[config.mk]
export PLATFORM = sky130hd
export DESIGN_NAME = palindrome_gen
export DESIGN_NICKNAME = d
export VERILOG_FILES = /design/src/rtl/palindrome_gen.sv
export SDC_FILE = /design/constraint.sdc
export NUM_CORES = 1
export LEC_CHECK = 0
export ABC_CLOCK_PERIOD_IN_PS = 2300
export CAP_MARGIN = 0
export CORE_ASPECT_RATIO = 1.25
export CORE_MARGIN = 3
export CORE_UTILIZATION = 52
export CTS_CLUSTER_SIZE = 40
export DETAILED_ROUTE_END_ITERATION = 16
export HOLD_SLACK_MARGIN = 0.02
export PLACE_DENSITY = 0.79
export SLEW_MARGIN = 40
export SYNTH_ARGS = -nofsm -noshare
export SYNTH_HDL_FRONTEND = slang
export SYNTH_SLANG_ARGS = --single-unit
[constraint.sdc]
create_clock -name clk -period 2.3 [get_ports clk]
set_input_delay 0.345 -clock clk [delete_from_list [all_inputs] [get_ports clk]]
set_output_delay 0.345 -clock clk [all_outputs]
set_load 0.05 [all_outputs]
[src/rtl/palindrome_gen.sv]
// Serial palindrome generator: takes an H-bit seed, mirrors it into an N-bit
// palindrome over H cycles, then streams the word MSB-first under valid/ready.

module palindrome_gen_cell (
    input  logic clk,
    input  logic rst_n,
    input  logic clr,
    input  logic wr,
    input  logic d,
    output logic q
);
    always_ff @(posedge clk or negedge rst_n) begin
        if (!rst_n)   q <= 1'b0;
        else if (clr) q <= 1'b0;
        else if (wr)  q <= d;
    end
endmodule

module palindrome_gen #(
    parameter int N = 9
) (
    input  logic         clk,
    input  logic         rst_n,
    input  logic         in_valid,
    output logic         in_ready,
    input  logic [(N+1)/2-1:0] seed,
    output logic [N-1:0] word,
    output logic         word_valid,
    output logic         ser_bit,
    output logic         ser_valid,
    input  logic         ser_ready,
    output logic         ser_last
);
    localparam int H  = (N + 1) / 2;
    localparam int CW = $clog2(N + 1);

    typedef enum logic [1:0] {
        IDLE  = 2'd0,
        BUILD = 2'd1,
        SEND  = 2'd2
    } state_t;

    state_t         state;
    logic [H-1:0]   seed_r;
    logic [CW-1:0]  cnt;      // k while building, idx while sending
    logic           accept;
    logic           mbit;
    logic           sbit;
    logic [N-1:0]   wr;

    assign accept = in_ready && in_valid;

    always_comb begin
        mbit = 1'b0;
        for (int j = 0; j < H; j++)
            if (cnt == CW'(j)) mbit = seed_r[j];
    end

    // Each word bit is owned by one cell; a BUILD step hits both mirror positions.
    for (genvar i = 0; i < N; i++) begin : g_bit
        assign wr[i] = (state == BUILD) &&
                       ((cnt == CW'(i)) || (cnt == CW'(N - 1 - i)));
        palindrome_gen_cell u_cell (
            .clk  (clk),
            .rst_n(rst_n),
            .clr  (accept),
            .wr   (wr[i]),
            .d    (mbit),
            .q    (word[i])
        );
    end

    always_comb begin
        sbit = 1'b0;
        for (int i = 0; i < N; i++)
            if (cnt == CW'(N - 1 - i)) sbit = word[i];
    end

    // Serial bit is gated by the registered valid so it reads 0 outside SEND.
    assign ser_bit = ser_valid & sbit;

    always_ff @(posedge clk or negedge rst_n) begin
        if (!rst_n) begin
            state      <= IDLE;
            seed_r     <= '0;
            cnt        <= '0;
            in_ready   <= 1'b1;
            word_valid <= 1'b0;
            ser_valid  <= 1'b0;
            ser_last   <= 1'b0;
        end else begin
            case (state)
                IDLE: begin
                    if (in_valid) begin
                        seed_r   <= seed;
                        cnt      <= '0;
                        state    <= BUILD;
                        in_ready <= 1'b0;
                    end
                end
                BUILD: begin
                    if (cnt == CW'(H - 1)) begin
                        state      <= SEND;
                        cnt        <= '0;
                        word_valid <= 1'b1;
                        ser_valid  <= 1'b1;
                        ser_last   <= 1'b0;
                    end else begin
                        cnt <= cnt + CW'(1);
                    end
                end
                SEND: begin
                    if (ser_ready) begin
                        if (ser_last) begin
                            state      <= IDLE;
                            cnt        <= '0;
                            in_ready   <= 1'b1;
                            word_valid <= 1'b0;
                            ser_valid  <= 1'b0;
                            ser_last   <= 1'b0;
                        end else begin
                            cnt      <= cnt + CW'(1);
                            ser_last <= (cnt == CW'(N - 2));
                        end
                    end
                end
                default: begin
                    state      <= IDLE;
                    cnt        <= '0;
                    in_ready   <= 1'b1;
                    word_valid <= 1'b0;
                    ser_valid  <= 1'b0;
                    ser_last   <= 1'b0;
                end
            endcase
        end
    end
endmodule
==> metrics, run 1 <==
run status=completed; DRT Wirelength=between 3 and 4 mm; clock tree from TritonCTS=done; Warnings, synthesis=0; most numerous cell in the Yosys netlist=dfrtp_1; first-pass detailed-route iteration total=4; slew at the pin closest to its max-slew limit=502.6 ps; number of nets at the end of the flow=177; met3 demand-to-capacity share in global routing=0.04057; flip-flop and latch count after synthesis=19; static power due to leakage=0.0006860 µW; Synth top area share=0.3472; number of global-route vias before repair=1103; Layout Utilization=0.7319; maximum capacitance violations=0; die area=around 3100 µm²; ratio of cells with drive above 1 in the final layout=0.2830; num ports=23; pin count of the biggest net entering global routing=12; Area contributors post-synth=dfrtp_1 35%, ha_1 7.7%, buf_4 5.8%; starting DRC count in detailed routing=26; final HPWL from detailed placement=2.226 mm; cell breakdown of the critical path=inv_2 > ha_4 > nand2_1 > a31oi_2 > nor3_2 > a211oi_4 > buf_12; row cnt=19; initial core utilization=0.5685; top flip-flop cell by instance count after synthesis=dfrtp_1; path category of the worst min-delay check=primary input to async pin; worst-path cell with the longest stage delay=dfrtp_2; CP Launch Type=register; launch point of the worst reg-to-reg path=cnt[1]$_DFFE_PN0P_; Worst Setup Path Type=register to primary output; Clock Sinks=19; number of nets with antenna violations after routing=0; TritonCTS buffer count=3; root buf cell=clkbuf_4; Reg2Reg Depth=7; reg2reg setup slack=around 510 ps; placeable core area=2282 µm²; CTS H-Tree Depth=1; Mapped Nets=152; min cycle time layout=2265 ps; sort of element at the end of the critical path=primary output; gr ovfl total=0; Total Routing Usage GR=0.2014; Via density=slightly below 6; total number of vias=1122; required time of the worst setup path=slightly below 2000 ps; FMAX=0.4416 GHz; Port Buffer Count=22; number of distinct library cell variants in the gate-level netlist after synthesis=43; M1 GR Usage=0.2162; die width=between 50 and 60 µm; Layout Skew=6.099 ps; hold_buf cts=0; portion of the post-synthesis area used by sequential elements=0.3674; ANT cells=0; setup tns final=0 ps; filler cell count in the final layout=187; Power Dens Cells=1147 nW/µm²; data arrival time of the critical path=1920 ps; global-route wire length before repair=roughly 4.8 mm; die height=61.85 µm; cell area after synthesis=1297 µm²; post-route clock period utilization=0.9847; layout overhead on the synthesized area=28.74%; initial antenna violation count=0; post-detailed-route wirelength per cell=16.12 µm; number of endpoints with negative hold slack in the final report=0; global routing usage on met2=0.3843; largest buffer count on any clock path=2; mean instance size in the synthesized netlist=9.611 µm²; count of unresolved DRC violations after routing=0; Max FO, Critical Path=9; setup violation total in the final timing report=0; number of synthesized flops with an enable pin=0; fraction of registers with async set/reset=1.000; list of most frequent post-synthesis cells=18 x dfrtp_1, 13 x nand2_1, 10 x buf_4, 10 x inv_1; clock transition at the register clock pins on the worst setup and hold paths after CTS=120 ps; weighted congestion reported at the end of routability-driven placement=0.8576; Worst path max stage delay=460 ps; cell type contributing the most total cell area after synthesis=dfrtp_1; normalized max-slew margin=0.6639; clock network latency to the later pin of the worst-skew pair=about 300 ps; gate count after technology mapping=135; Peak supply drop=about 0.89 mV; Max Transition Viols Final=0; busiest layer in global routing=met2; Crit Reg-Reg Endpoint=state[0]$_DFFE_PN0P_
how the worst max path moves through the flow:
stage / startpoint / end / slack [ps] / cells past startpoint
after floorplan: cnt[0]$_DFFE_PN0P_ / ser_bit / 170 / 6
after global routing: cnt[1]$_DFFE_PN0P_ / ser_bit / -20 / 7
after detailed placement: cnt[0]$_DFFE_PN0P_ / ser_bit / 150 / 7
after CTS: cnt[0]$_DFFE_PN0P_ / ser_bit / 0.9 / 7
after global placement: cnt[0]$_DFFE_PN0P_ / ser_bit / 240 / 7
final: cnt[1]$_DFFE_PN0P_ / ser_bit / 40 / 7
stage by stage:
step	instances	hold WS [ps]	setup WS, ps	total power, µW	instance area (µm²)
5_1_grt	190	349.5	-22.65	2044	1670
2_1_floorplan	135	49.41	166.8	1404	1310
3_3_place_gp	179	500.7	242.3	1594	1506
3_5_place_dp	179	511.0	145.7	1630	1506
4_1_cts	184	355.7	0.9055	1850	1582
6_report	190	340.2	35.29	1916	1670
cell usage in the layout (no fill, tap or decap), types with 3 or more instances in the layout:
master and instances:
nand2_1 13, buf_4 11, clkdlybuf4s50_1 21, ha_1 4, clkbuf_4 3, nor2_1 8
nor2b_1 4, ha_4 4, inv_1 8, o21ai_1 5, o21ai_0 3, mux2i_1 3
dfrtp_1 17, mux2_2 5, nand4_1 4
state kept, by name, indices dropped and copies added, names as in the netlist:
name and count:
cnt 4, g_bit.u_cell.q 5, in_ready 1, seed_r 5, ser_last 1, ser_valid 1, state 2
logic make-up (layout without fill, tap and decap cells):
kind of cell | Yosys count | count (layout) | share of synthesized area
AOI/OAI and AO/OA | 31 | 31 | 0.1755
adders and majority gates | 8 | 8 | 0.07715
buffers and inverters | 23 | 47 | 0.1080
DFF | 19 | 19 | 0.3674
muxes | 9 | 9 | 0.07521
and+or+nand+nor | 45 | 45 | 0.1967
area by class of cell:
type                            instances  area, µm²  share of cell area
Tap cell                               31      38.79             0.02322
Timing Repair Buffer                   33      312.8              0.1873
Inverter                               10      37.54             0.02247
Clock inverter                          1      5.005            0.002996
Sequential cell                        19      478.0              0.2861
Clock buffer                            3      22.52             0.01348
Multi-Input combinational cell         93      775.7              0.4644
what timing repair did:
item | 4_1_cts | 5_1_grt
pin swaps | 2 | 5
setup buffers | 1 | 6
hold endpoints to repair | 0 | 0
gates resized for setup | 10 | 9
endpoints found under the setup margin | 1 | 1
power breakdown:
| group | leakage, µW | internal (µW) | switching [µW] |
|---|---|---|---|
| combinational | 0.000426 | 495 | 703 |
| sequential | 0.000242 | 451 | 93.0 |
| clock | 0.0000177 | 64.7 | 110 |
| total | 0.000686 | 1010 | 906 |
routing by layer:
layer,vias to the layer above,part of all wire
met2,39,0.52
met3,8,0.059
li1,518,-
met5,-,0
met1,557,0.40
met4,0,0.020
worst max-delay path, delay by kind of cell, from the launching register on:
kind            cells  cell delay (ps)
compound gates      2              500
fa+ha+maj           1              190
buf+inv             2              290
flops               1              460
simple gates        2              170
No activity file was read; power rests on OpenSTA's default activity.
==> run 2: changes to the inputs <==
--- a/config.mk
+++ b/config.mk
@@ -14,7 +14,7 @@
 export DETAILED_ROUTE_END_ITERATION = 16
 export HOLD_SLACK_MARGIN = 0.02
 export PLACE_DENSITY = 0.79
-export SLEW_MARGIN = 40
+export SLEW_MARGIN = 20
 export SYNTH_ARGS = -nofsm -noshare
 export SYNTH_HDL_FRONTEND = slang
 export SYNTH_SLANG_ARGS = --single-unit
==> results of run 2 <==
Final layout, timing and power as in run 1 (identical DEF).
